===== src/rtl/mem_copy_pkg.sv =====
// Shared definitions for the memory copy/fill engine: address width and FSM state encoding.
package mem_copy_pkg;

  localparam int ADDR_W = 16;

  typedef enum logic [1:0] {
    IDLE  = 2'd0,
    RUN   = 2'd1,
    DRAIN = 2'd2,
    DONE  = 2'd3
  } state_e;

endpackage


===== src/rtl/mem_copy_engine.sv =====
// Streams length words from a source memory to a destination memory (copy), or writes a
// latched constant (fill), one word per cycle with the write trailing its read by one cycle.
module mem_copy_engine
  import mem_copy_pkg::*;
#(
  parameter int width = 16
) (
  input  logic              clock,
  input  logic              aclr,
  input  logic              start,
  input  logic              fill,
  input  logic [ADDR_W-1:0] src_addr,
  input  logic [ADDR_W-1:0] dst_addr,
  input  logic [ADDR_W-1:0] length,
  input  logic [width-1:0]  fill_value,
  input  logic              abort,
  output logic [ADDR_W-1:0] src_rdaddress,
  input  logic [width-1:0]  src_q,
  output logic [ADDR_W-1:0] dst_wraddress,
  output logic              dst_wren,
  output logic [width-1:0]  dst_data,
  output logic              busy,
  output logic              done
);

  state_e              state_q;
  logic [ADDR_W-1:0]   src_rd_q, src_rd_d;
  logic [ADDR_W-1:0]   dst_wr_q;
  logic [ADDR_W-1:0]   dst_next_q, dst_next_d;
  logic [ADDR_W-1:0]   remain_q, remain_d;
  logic                fill_q;
  logic [width-1:0]    fill_value_q;
  logic                wren_q;
  logic                busy_q;
  logic                done_q;

  // Address counters wrap naturally at 2^16.
  always_comb begin
    src_rd_d   = src_rd_q + ADDR_W'(1);
    dst_next_d = dst_next_q + ADDR_W'(1);
    remain_d   = remain_q - ADDR_W'(1);
  end

  always_ff @(posedge clock) begin
    if (aclr) begin
      state_q      <= IDLE;
      src_rd_q     <= '0;
      dst_wr_q     <= '0;
      dst_next_q   <= '0;
      remain_q     <= '0;
      fill_q       <= 1'b0;
      fill_value_q <= '0;
      wren_q       <= 1'b0;
      busy_q       <= 1'b0;
      done_q       <= 1'b0;
    end else begin
      case (state_q)
        IDLE: begin
          wren_q <= 1'b0;
          done_q <= 1'b0;
          if (start) begin
            if (length != '0) begin
              src_rd_q     <= src_addr;
              dst_next_q   <= dst_addr;
              remain_q     <= length;
              fill_q       <= fill;
              fill_value_q <= fill_value;
              busy_q       <= 1'b1;
              state_q      <= RUN;
            end else begin
              done_q  <= 1'b1;
              state_q <= DONE;
            end
          end
        end
        RUN: begin
          if (abort) begin
            wren_q  <= 1'b0;
            busy_q  <= 1'b0;
            state_q <= IDLE;
          end else begin
            // The read issued this cycle becomes the write of the next cycle.
            wren_q     <= 1'b1;
            dst_wr_q   <= dst_next_q;
            dst_next_q <= dst_next_d;
            src_rd_q   <= src_rd_d;
            remain_q   <= remain_d;
            if (remain_q == ADDR_W'(1)) begin
              state_q <= DRAIN;
            end
          end
        end
        DRAIN: begin
          wren_q <= 1'b0;
          busy_q <= 1'b0;
          if (abort) begin
            state_q <= IDLE;
          end else begin
            done_q  <= 1'b1;
            state_q <= DONE;
          end
        end
        DONE: begin
          done_q  <= 1'b0;
          state_q <= IDLE;
        end
        default: state_q <= IDLE;
      endcase
    end
  end

  assign src_rdaddress = src_rd_q;
  assign dst_wraddress = dst_wr_q;
  assign dst_wren      = wren_q;
  assign busy          = busy_q;
  assign done          = done_q;
  assign dst_data      = fill_q ? fill_value_q : src_q;

endmodule


===== config.mk =====
export PLATFORM = sky130hd
export DESIGN_NAME = mem_copy_engine
export DESIGN_NICKNAME = d
export VERILOG_FILES = /design/src/rtl/mem_copy_pkg.sv /design/src/rtl/mem_copy_engine.sv
export SDC_FILE = /design/constraint.sdc
export NUM_CORES = 1
export LEC_CHECK = 0
export ABC_AREA = 1
export CAP_MARGIN = 5
export CORE_MARGIN = 2
export CORE_UTILIZATION = 53
export DETAILED_ROUTE_END_ITERATION = 10
export GPL_TIMING_DRIVEN = 0
export PLACE_DENSITY = 0.87
export SYNTH_ARGS = -nofsm -noshare
export SYNTH_HDL_FRONTEND = slang
export SYNTH_SLANG_ARGS = --single-unit

===== constraint.sdc =====
create_clock -name clock -period 4.3 [get_ports clock]
set_input_delay 0.43 -clock clock [delete_from_list [all_inputs] [get_ports clock]]
set_output_delay 0.43 -clock clock [all_outputs]
set_load 0.05 [all_outputs]

### Word-level counts from Yosys, hierarchy flattened

Index checks and enable logic that the tools add are counted.

| operators by class | value |
|---|---|
| $add $sub $neg | 3 |
| multipliers | 0 |
| div/mod/pow operators | 0 |
| magnitude comparators | 0 |
| equality and inequality tests | 10 |
| shift operators | 0 |
| multiplexer cells | 29 |
| bitwise operators | 1 |
| reductions and logical operators | 13 |

Operators with widths:

| kind | count |
|---|---|
| 16-bit two-way mux | 10 |
| 16-bit one-hot mux with 2 select lines | 3 |
| 16-bit by 1-bit adder with 16-bit output (second input constant) | 2 |
| 16-bit by 1-bit equality test with 1-bit output (second input constant) | 1 |
| 16-bit nonzero test | 1 |
| 16-bit by 1-bit subtractor with 16-bit output (second input constant) | 1 |
| 2-bit two-way mux | 5 |
| 2-bit inequality test (second input constant) | 5 |
| 2-bit one-hot mux with 4 select lines | 1 |
| 4-bit AND reduction | 2 |
| 1-bit two-way mux | 7 |
| 1-bit one-hot mux with 3 select lines | 2 |
| 2-bit AND reduction | 3 |
| 3-bit nonzero test | 2 |
| 2-bit equality test (second input constant) | 2 |
| 2-bit nonzero test | 2 |
| 3-bit inequality test (second input constant) | 1 |
| 3-bit AND reduction | 1 |
| 2-bit by 1-bit equality test with 1-bit output (second input constant) | 1 |
| 2-bit zero test | 1 |
| 1-bit one-hot mux with 2 select lines | 1 |
| 2-bit OR reduction | 1 |
| 1-bit NOT | 1 |

| word-level totals | value |
|---|---|
| bits in registers | 86 |
| bits in latches | 0 |
| bits in writable memories | 0 |
| bits in read-only memories | 0 |
| input port bits | 85 |
| output and inout port bits | 51 |
| word-level logic and storage cells | 66 |
| memories | 0 |

### Logic depth before layout (Yosys ltp)

Gate-level depths: netlist (run 1).

| logic depth | value |
|---|---|
| word-level depth | 4 |
| depth in mapped cells | 11 |
| mapped depth without buffers | 11 |

### Worst setup path before layout (run 1)

Ideal clock, no wire load.

| path | value |
|---|---|
| kind | register to output |
| start point | reg fill_q |
| end point | out dst_data[11] |
| data arrival time | 1655 ps |
| required time | 3870 ps |
| path slack | 2215 ps |
| stages on the path, launching flop included | 4 |
| path buffers | 1 |
| path through | dfxtp_1 inv_1 clkbuf_1 o21ai_0 |

| between the ends | value |
|---|---|
| longest elaborated chain between the ends | 1 |

RTL lines:

| item | RTL line | source |
|---|---|---|
| from (decl) | mem_copy_engine.sv:31 | `logic fill_q;` |
| from (signal assigned) | mem_copy_engine.sv:66 | `fill_q <= fill;` |
| 16-bit two-way mux | mem_copy_engine.sv:117 | `assign dst_data = fill_q ? fill_value_q : src_q;` |
| to (decl) | mem_copy_engine.sv:21 | `output logic [width-1:0] dst_data,` |

No other way between the ends.

### Worst setup path after layout (run 1)

| path | value |
|---|---|
| start point | reg fill_q |
| end point | out dst_data[15] |

The elaborated chain is that of the path after synthesis.

==> impl_metrics.yaml, run 1 <==
outcome:
  status: "finished clean"
drt:
  route.vias.total: 5942
  drc: 0
  ant_nets: 0
  postRouteWirelength_um: 15780
  drt_pass1_iterations: 5
  drt-vias-per-instance: 5.482
  wl_per_cell_um: 14.56
  dr.first_iter.drc_count: 455
setup_path:
  criticalPathCategory: "flop to output port"
  r2r_slack_ps: 2100
  critPathCaptureType: "output port"
  worst_ep_arrival_time_ps: 2180
  beginning_of_the_worst_register_to_register_path: "state_q[1]"
  timing.reg2reg.worst_path_depth: 8
  worstPathRequired_ps: 3870
  worst_setup_path_start_kind: "flop"
  crit-reg2reg-capture: "dst_next_q[6]"
  critical_path.n_buffers_inverters: 3
  timing.critical_path.slowest_cell_delay_ps: 850
  worst_path_max_delay_cell: "sky130_fd_sc_hd__clkdlybuf4s50_1"
  worst_path_dominant_cell_family: "buffers and inverters"
  critical_path.max_fanout: 10
  crit_path_cell_trace: "inv_1 > clkbuf_1 > nand2_1 > o21ai_0 > clkdlybuf4s50_1"
  critical_path.startpoint: "fill_q"
logic_synthesis:
  synth.ff_latch_count: 86
  synth_area_per_cell_um2: 6.089
  synth.largest_area_cell: "sky130_fd_sc_hd__dfxtp_1"
  synth.distinct_cells: 28
  yosys_warnings: 0
  synthesis.area_um2: 5017
  seq_area_frac_synth_pct: 34.31
  synth_top_cells_by_area: "sky130_fd_sc_hd__dfxtp_1, sky130_fd_sc_hd__nand2_1, sky130_fd_sc_hd__o21ai_0, sky130_fd_sc_hd__nor2_1, sky130_fd_sc_hd__a21oi_1"
  netlist_instances: 824
  syn_nets: 918
  yosysTopAreaCellShare_pct: 34.31
clock_tree:
  post_cts_hold_buffers: 0
  cts_sinks: 86
  worstSkewPairLatency_ps: 360
  path_clk_slew_ps: 80
  number_of_h_tree_levels: 3
  cts.root.buffer_cell: "sky130_fd_sc_hd__clkbuf_8"
  ctsLongestPathBuffers: 2
  cts_inserted_buffers: 9
  cts_setup_buffers: 0
  cts_tree: "yes"
  cts-resized-gates: 0
pwr:
  max-vdd-ir-drop_v: 0.0004733
  leakage_nw: 2.786
  p_per_area_nw_per_um2: 705.9
sta:
  skew_final_ps: 8.610
  part_of_the_cycle_the_worst_path_needs_pct: 60.61
  timing.fmax_mhz: 383.7
  timing.final.hold_violations: 0
  finalSetupViolCount: 0
  worstMarginPinSlew_ps: 690.9
  totalNegativeSetupSlack_ps: 0
  slew_viol_final: 0
  min_period_ps: 2606
  fin_worst_hold_slack_ps: 446.3
  worst_slew_margin_rel_pct: 53.94
  rsz0062_at_grt: "false"
cells_and_area:
  layout.core_utilization_pct: 72.61
  final-instance-count-excl-fill: 1084
  area_growth_syn_to_layout_pct: 33.09
  most_common_cell_after_layout_fill_and_taps_aside: "sky130_fd_sc_hd__nand2_1"
  antenna_cells_inserted: 0
  commonest_cells_after_routing_fill_and_taps_aside: "sky130_fd_sc_hd__nand2_1, sky130_fd_sc_hd__clkdlybuf4s50_1, sky130_fd_sc_hd__nor2_1, sky130_fd_sc_hd__o21ai_0, sky130_fd_sc_hd__dfxtp_1"
  fin_area_um2: 6678
  layout-drive-gt1-share_pct: 4.419
  num-nets-final: 1063
grt:
  first_global_vias: 5207
  groute.usage.overall_pct: 31.03
  grt_overflow_total: 0
  grt_start_max_net_pins: 14
  grt_antenna_before_repair: 0
  grt_pass1_wl_um: 25000
die:
  floorplan.rows: 35
  die-width_um: 101.3
  floorplan.initialDensity_pct: 54.56
  floorplan.die.height_um: 101.3
  floorplan.io_pins: 136
  design.core.area_um2: 9196
  die_area_um2: 10260
hold_path:
  holdCritStartpoint: "aclr"
  hold-path-cell-count: 2
  worst_hold_path_type: "input port to flop"
  worstHoldEndpoint: "src_rdaddress[5]"
placed_design:
  dpl.cell_count: 1069
  dp_hpwl_um: 11660
  numPortBuffers: 134
  dpl_cell_area_um2: 6497
  gpl.final_weighted_congestion: 0.9390
job:
  timing.max_cap.violations: 0
## where the power goes
part           switching (W)  internal [W]  leakage [nW]
clock               0.000299      0.000266        0.0931
combinational        0.00185      0.000926          1.99
sequential          0.000287       0.00109         0.707
## logic make-up after synthesis
| kind of cell | count (synthesis) | synth area share, % |
|---|---|---|
| compound gates | 167 | 16.96 |
| xor+xnor | 3 | 0.5238 |
| fa+ha+maj | 9 | 2.244 |
| buf+inv | 112 | 9.177 |
| flops | 86 | 34.31 |
| simple gates | 447 | 36.78 |
## cells in the mapped netlist (all sizes together)
cell    instances
a21oi          72
a31oi           1
buf            19
clkbuf         18
clkinv          1
dfxtp          86
ha              9
inv            74
nand2         247
nand3          52
nand3b          3
nand4          16
nor2          115
nor3            2
nor3b           1
o21ai          90
o21bai          4
or2            11
xnor2           1
xor2            2
## area by class of cell
type | count | area [um2]
Sequential cell | 86 | 1722
Buffer | 37 | 178.9
Tap cell | 111 | 138.9
Fill cell | 799 | 2519
Clock buffer | 11 | 131.4
Clock inverter | 4 | 48.80
Multi-Input combinational cell | 626 | 2835
Inverter | 75 | 281.5
Timing Repair Buffer | 134 | 1341
## per-layer routing
metal / GRT usage [%] / up-vias / wire, um
met4: 10.81 / 0 / 485
met1: 40.97 / 2657 / 6819
li1: - / 2942 / -
met2: 50.64 / 296 / 7125
met5: 0 / - / 0
met3: 6.280 / 47 / 1353
## state kept, by name (all words and copies together), names as in the netlist
register       count
fill_q             1
dst_next_q        16
src_rdaddress     16
state_q            2
dst_wren           1
dst_wraddress     16
busy               1
done               1
fill_value_q      16
remain_q          16
## worst register-to-register path, stage by stage (launching register included)
cell and delay, ps:
sky130_fd_sc_hd__dfxtp_1 360, sky130_fd_sc_hd__inv_1 130, sky130_fd_sc_hd__ha_1 320, sky130_fd_sc_hd__buf_2 290, sky130_fd_sc_hd__buf_1 560, sky130_fd_sc_hd__nand3_1 210
sky130_fd_sc_hd__nand2_1 100, sky130_fd_sc_hd__nand2_1 50, sky130_fd_sc_hd__a21oi_1 110
## worst max-delay path by stage
| stage | depth (start not counted) | end | slack, ps |
|---|---|---|---|
| final | 5 | dst_data[15] | 1690 |
| after global routing | 5 | dst_data[15] | 1520 |
| after CTS | 5 | dst_data[15] | 1680 |
| after detailed placement | 11 | src_rdaddress[8] | 1890 |
| after global placement | 11 | src_rdaddress[2] | 1930 |
| after floorplan | 3 | dst_data[11] | 2220 |
## per-stage QoR
step                      worst slack [ps]  power [W]
after detailed placement              1893   0.004103
after global routing                  1522   0.005049
after floorplan                       2215   0.003244
after CTS                             1682   0.004668
final                                 1694   0.004714
after global placement                1930   0.004069
Power figures use the tool's default switching activity.
==> run 2, diff against run 1 <==
--- a/config.mk
+++ b/config.mk
@@ -8,10 +8,10 @@
 export ABC_AREA = 1
 export CAP_MARGIN = 5
 export CORE_MARGIN = 2
-export CORE_UTILIZATION = 53
+export CORE_UTILIZATION = 44
 export DETAILED_ROUTE_END_ITERATION = 10
 export GPL_TIMING_DRIVEN = 0
-export PLACE_DENSITY = 0.87
+export PLACE_DENSITY = 0.77
 export SYNTH_ARGS = -nofsm -noshare
 export SYNTH_HDL_FRONTEND = slang
 export SYNTH_SLANG_ARGS = --single-unit
==> constraint.sdc (replaced) <==
create_clock -name clock -period 2.1 [get_ports clock]
set_input_delay 0.21 -clock clock [delete_from_list [all_inputs] [get_ports clock]]
set_output_delay 0.21 -clock clock [all_outputs]
set_load 0.05 [all_outputs]
==> impl_metrics.yaml, run 2 (synthesized netlist as in run 1, its figures left out) <==
outcome:
  status: "finished clean"
sta:
  worst_slew_margin_rel_pct: 54.00
  part_of_the_cycle_the_worst_path_needs_pct: 95.58
  timing.final.hold_violations: 0
  slew_viol_final: 0
  finalSetupViolCount: 0
  worstMarginPinSlew_ps: 690.0
  timing.fmax_mhz: 498.2
  skew_final_ps: 5.945
  fin_ws_ps: 92.72
  min_period_ps: 2007
drt:
  wl_per_cell_um: 14.86
  dr.first_iter.drc_count: 582
  postRouteWirelength_um: 16520
  ant_nets: 0
  route.vias.total: 5819
  drt_pass1_iterations: 5
  drc: 0
  drt-vias-per-instance: 5.233
cells_and_area:
  antenna_cells_inserted: 0
  layout.core_utilization_pct: 61.85
  fillCellCount: 1065
  commonest_cells_after_routing_fill_and_taps_aside: "sky130_fd_sc_hd__nand2_1, sky130_fd_sc_hd__clkdlybuf4s50_1, sky130_fd_sc_hd__nor2_1, sky130_fd_sc_hd__o21ai_0, sky130_fd_sc_hd__dfxtp_1"
  multi_input_area_um2: 2848
  area_growth_syn_to_layout_pct: 35.39
  most_common_cell_after_layout_fill_and_taps_aside: "sky130_fd_sc_hd__nand2_1"
  sequential_standard_cell_area_um2: 1724
  num-nets-final: 1063
  layout-drive-gt1-share_pct: 6.893
setup_path:
  worst_setup_path_start_kind: "flop"
  worst_ep_arrival_time_ps: 1800
  worstPathRequired_ps: 1890
  criticalPathCategory: "flop to output port"
  critical_path.max_fanout: 10
  critPathCaptureType: "output port"
grt:
  grt_overflow_total: 0
  first_global_vias: 5290
  grt_antenna_before_repair: 0
  grt_pass1_wl_um: 26570
  groute.usage.overall_pct: 26.58
  grt_start_max_net_pins: 14
clock_tree:
  number_of_h_tree_levels: 3
  post_cts_hold_buffers: 0
  cts.root.buffer_cell: "sky130_fd_sc_hd__clkbuf_16"
  ctsLongestPathBuffers: 2
  path_clk_slew_ps: 60
  cts_inserted_buffers: 9
  cts_sinks: 86
  cts_tree: "yes"
  worstSkewPairLatency_ps: 340
die:
  die-width_um: 110.8
  design.core.area_um2: 10980
  floorplan.rows: 38
  floorplan.initialDensity_pct: 45.68
  floorplan.die.height_um: 110.8
  die_area_um2: 12270
  floorplan.io_pins: 136
pwr:
  max-vdd-ir-drop_v: 0.0009476
  p_per_area_nw_per_um2: 1492
  leakage_nw: 2.873
placed_design:
  gpl.final_weighted_congestion: 0.9587
  dp_hpwl_um: 12040
  numPortBuffers: 134
  pre_cts_ws_ps: -106.1
job:
  timing.max_cap.violations: 0
hold_path:
  worst_hold_path_type: "input port to flop"
run 2: final timing paths:
check / endpoint / cells past startpoint / slack (ps) / startpoint
setup / recovery: dst_data[0] / 5 / 90 / fill_q
hold / removal: src_rdaddress[6] / 2 / 230 / aclr
setup reg to reg: dst_next_q[6] / 10 / 150 / state_q[1]
hold reg to reg: fill_value_q[14] / 2 / 450 / fill_value_q[14]
run 2: metrics by stage:
stage	hold WS, ps	setup TNS [ps]	power [W]	instance area (um2)	cells
floorplan	384.0	0	0.006642	5017	824
global placement	438.1	-1623	0.008382	6534	1098
detailed placement	440.3	-2745	0.008463	6534	1098
CTS	215.3	0	0.01004	6809	1112
global route	241.1	-36.35	0.01084	6793	1112
finish	225.5	0	0.01013	6793	1112
run 2: critical path, cell delays in order (launching register included):
cell	delay, ps
sky130_fd_sc_hd__dfxtp_1	300
sky130_fd_sc_hd__inv_1	110
sky130_fd_sc_hd__clkbuf_1	310
sky130_fd_sc_hd__nand2_1	80
sky130_fd_sc_hd__o21ai_0	120
sky130_fd_sc_hd__clkdlybuf4s15_1	540
run 2: layout make-up:
| type | instances | share of cell area (%) |
|---|---|---|
| multi-input combinational | 626 | 41.92 |
| sequential | 86 | 25.38 |
| timing repair buffer | 134 | 18.95 |
| inverter | 75 | 4.144 |
| clock buffer | 10 | 3.518 |
| buffer | 37 | 2.781 |
| tap | 140 | 2.579 |
| clock inverter | 4 | 0.7184 |
run 2: layer usage:
metal | track usage [%] | routed length, um | up-vias
li1 | - | - | 2934
met1 | 35.66 | 7402 | 2598
met2 | 43.39 | 7367 | 256
met3 | 4.429 | 1375 | 31
met4 | 9.000 | 374 | 0
met5 | 0 | 0 | -
run 2: power breakdown:
group / internal (W) / switching [W]
logic: 0.00187 / 0.00383
clock network: 0.000939 / 0.000662
registers: 0.00224 / 0.000594
run 2: repair_timing:
| item | in CTS | in global routing |
|---|---|---|
| buffers inserted | 0 | 0 |
| setup endpoints to repair | 40 | 70 |
| gates resized for setup | 22 | 43 |
==> run 3, diff against run 2 <==
==> constraint.sdc (replaced) <==
create_clock -name clock -period 1.8 [get_ports clock]
set_input_delay 0.18 -clock clock [delete_from_list [all_inputs] [get_ports clock]]
set_output_delay 0.18 -clock clock [all_outputs]
set_load 0.05 [all_outputs]
==> impl_metrics.yaml, run 3 (synthesized netlist as in run 1, its figures left out) <==
placed_design:
  dp_hpwl_um: 12010
  dpl.cell_count: 1098
  numPortBuffers: 134
  gpl.final_weighted_congestion: 1.011
  dpl_cell_area_um2: 6536
sta:
  min_period_ps: 1760
  part_of_the_cycle_the_worst_path_needs_pct: 97.76
  skew_final_ps: 9.984
  slew_viol_final: 0
  finalSetupViolCount: 0
  timing.final.hold_violations: 0
  worst_slew_margin_rel_pct: 55.85
  timing.fmax_mhz: 568.3
  worstMarginPinSlew_ps: 662.3
grt:
  grt_pass1_wl_um: 25890
  grt_antenna_before_repair: 0
  grt_overflow_total: 0
  grt_start_max_net_pins: 16
  first_global_vias: 5177
  groute.usage.overall_pct: 26.07
cells_and_area:
  layout.core_utilization_pct: 63.00
  fin_area_um2: 6919
  fillCellCount: 1048
  antenna_cells_inserted: 0
  commonest_cells_after_routing_fill_and_taps_aside: "sky130_fd_sc_hd__nand2_1, sky130_fd_sc_hd__nor2_1, sky130_fd_sc_hd__clkdlybuf4s50_1, sky130_fd_sc_hd__o21ai_0, sky130_fd_sc_hd__dfxtp_1"
  final-instance-count-excl-fill: 1117
  layout-drive-gt1-share_pct: 9.314
  area_growth_syn_to_layout_pct: 37.91
  num-nets-final: 1066
  most_common_cell_after_layout_fill_and_taps_aside: "sky130_fd_sc_hd__nand2_1"
hold_path:
  worst_hold_path_type: "input port to flop"
  hold-path-cell-count: 2
outcome:
  status: "finished clean"
clock_tree:
  path_clk_slew_ps: 60
  post_cts_hold_buffers: 0
  number_of_h_tree_levels: 3
  worstSkewPairLatency_ps: 350
  cts_inserted_buffers: 9
  ctsLongestPathBuffers: 2
  cts.root.buffer_cell: "sky130_fd_sc_hd__clkbuf_16"
  cts_sinks: 86
  cts_tree: "yes"
setup_path:
  worst_setup_path_start_kind: "flop"
  crit_path_cell_trace: "clkdlybuf4s50_1"
  worst_path_dominant_cell_family: "buffers and inverters"
  critPathCaptureType: "output port"
  critical_path.max_fanout: 4
  worstSetupPathDepth: 1
  timing.reg2reg.worst_path_depth: 8
  worst_ep_arrival_time_ps: 1580
  criticalPathCategory: "flop to output port"
  timing.critical_path.slowest_cell_delay_ps: 830
  worst_path_max_delay_cell: "sky130_fd_sc_hd__clkdlybuf4s50_1"
  worstPathRequired_ps: 1620
  critical_path.n_buffers_inverters: 1
die:
  floorplan.initialDensity_pct: 45.68
  floorplan.die.height_um: 110.8
  die-width_um: 110.8
  die_area_um2: 12270
  design.core.area_um2: 10980
  floorplan.io_pins: 136
  floorplan.rows: 38
drt:
  drt-vias-per-instance: 5.268
  postRouteWirelength_um: 16450
  route.vias.total: 5884
  wl_per_cell_um: 14.72
  dr.first_iter.drc_count: 500
  drc: 0
  ant_nets: 0
  drt_pass1_iterations: 5
pwr:
  leakage_nw: 3.024
  max-vdd-ir-drop_v: 0.001056
  totalPowerFinal_w: 0.01217
  p_per_area_nw_per_um2: 1759
job:
  timing.max_cap.violations: 0
run 3: changes by cell type in the layout (fill, tap and decap cells not counted), moves of 5 or more:
cell,previous run,this run
sky130_fd_sc_hd__clkbuf_2,14,7
sky130_fd_sc_hd__o21ai_0,89,82
sky130_fd_sc_hd__buf_4,4,9
sky130_fd_sc_hd__clkdlybuf4s50_1,118,107
sky130_fd_sc_hd__buf_2,12,23
sky130_fd_sc_hd__clkbuf_1,14,9
sky130_fd_sc_hd__o21ai_1,0,7
sky130_fd_sc_hd__dlymetal6s2s_1,0,5
run 3: routing by layer:
metal | global-route usage, % | vias to the layer above | wire length, um
met4 | 9.083 | 0 | 210
met1 | 35.67 | 2621 | 7479
li1 | - | 2957 | -
met5 | 0 | - | 0
met2 | 41.27 | 285 | 7406
met3 | 4.811 | 21 | 1351
run 3: stage by stage:
stage	hold slack, ps	worst slack (ps)	TNS (ps)
2_1_floorplan	354.0	-34.70	-202.8
3_3_place_gp	437.3	-370.1	-18080
3_5_place_dp	444.2	-386.8	-20680
4_1_cts	164.9	5.026	0
5_1_grt	185.7	-8.619	-22.82
6_report	190.8	40.36	0
run 3: power by group:
| group | internal [W] | total (W) | switching, W |
|---|---|---|---|
| logic | 0.00225 | 0.00675 | 0.00449 |
| registers | 0.00262 | 0.00333 | 0.000705 |
| clock network | 0.00126 | 0.00209 | 0.000830 |
| total | 0.00614 | 0.0122 | 0.00603 |
run 3: timing repair:
item	in CTS	in global routing
gates resized for setup	83	55
setup buffers	2	0
cloned	0	1
pin swaps	1	2
endpoints found under the setup margin	86	90
run 3: area by class of cell:
cell class / count / area (um2) / share of cell area (%)
clock inverters: 6 / 92.59 / 1.338
inverters: 75 / 285.3 / 4.123
well taps: 140 / 175.2 / 2.532
clock buffers: 10 / 239.0 / 3.454
repair buffers: 136 / 1292 / 18.68
flip-flops and latches: 86 / 1730 / 25.01
multi-input cells: 627 / 2893 / 41.81
plain buffers: 37 / 211.5 / 3.056
run 3: worst paths after layout:
check / from / end / slack, ps
max: src_rdaddress[3] / src_rdaddress[3] / 40
min: aclr / src_rdaddress[5] / 190
max reg2reg: state_q[1] / dst_next_q[9] / 90
min reg2reg: fill_value_q[5] / fill_value_q[5] / 450
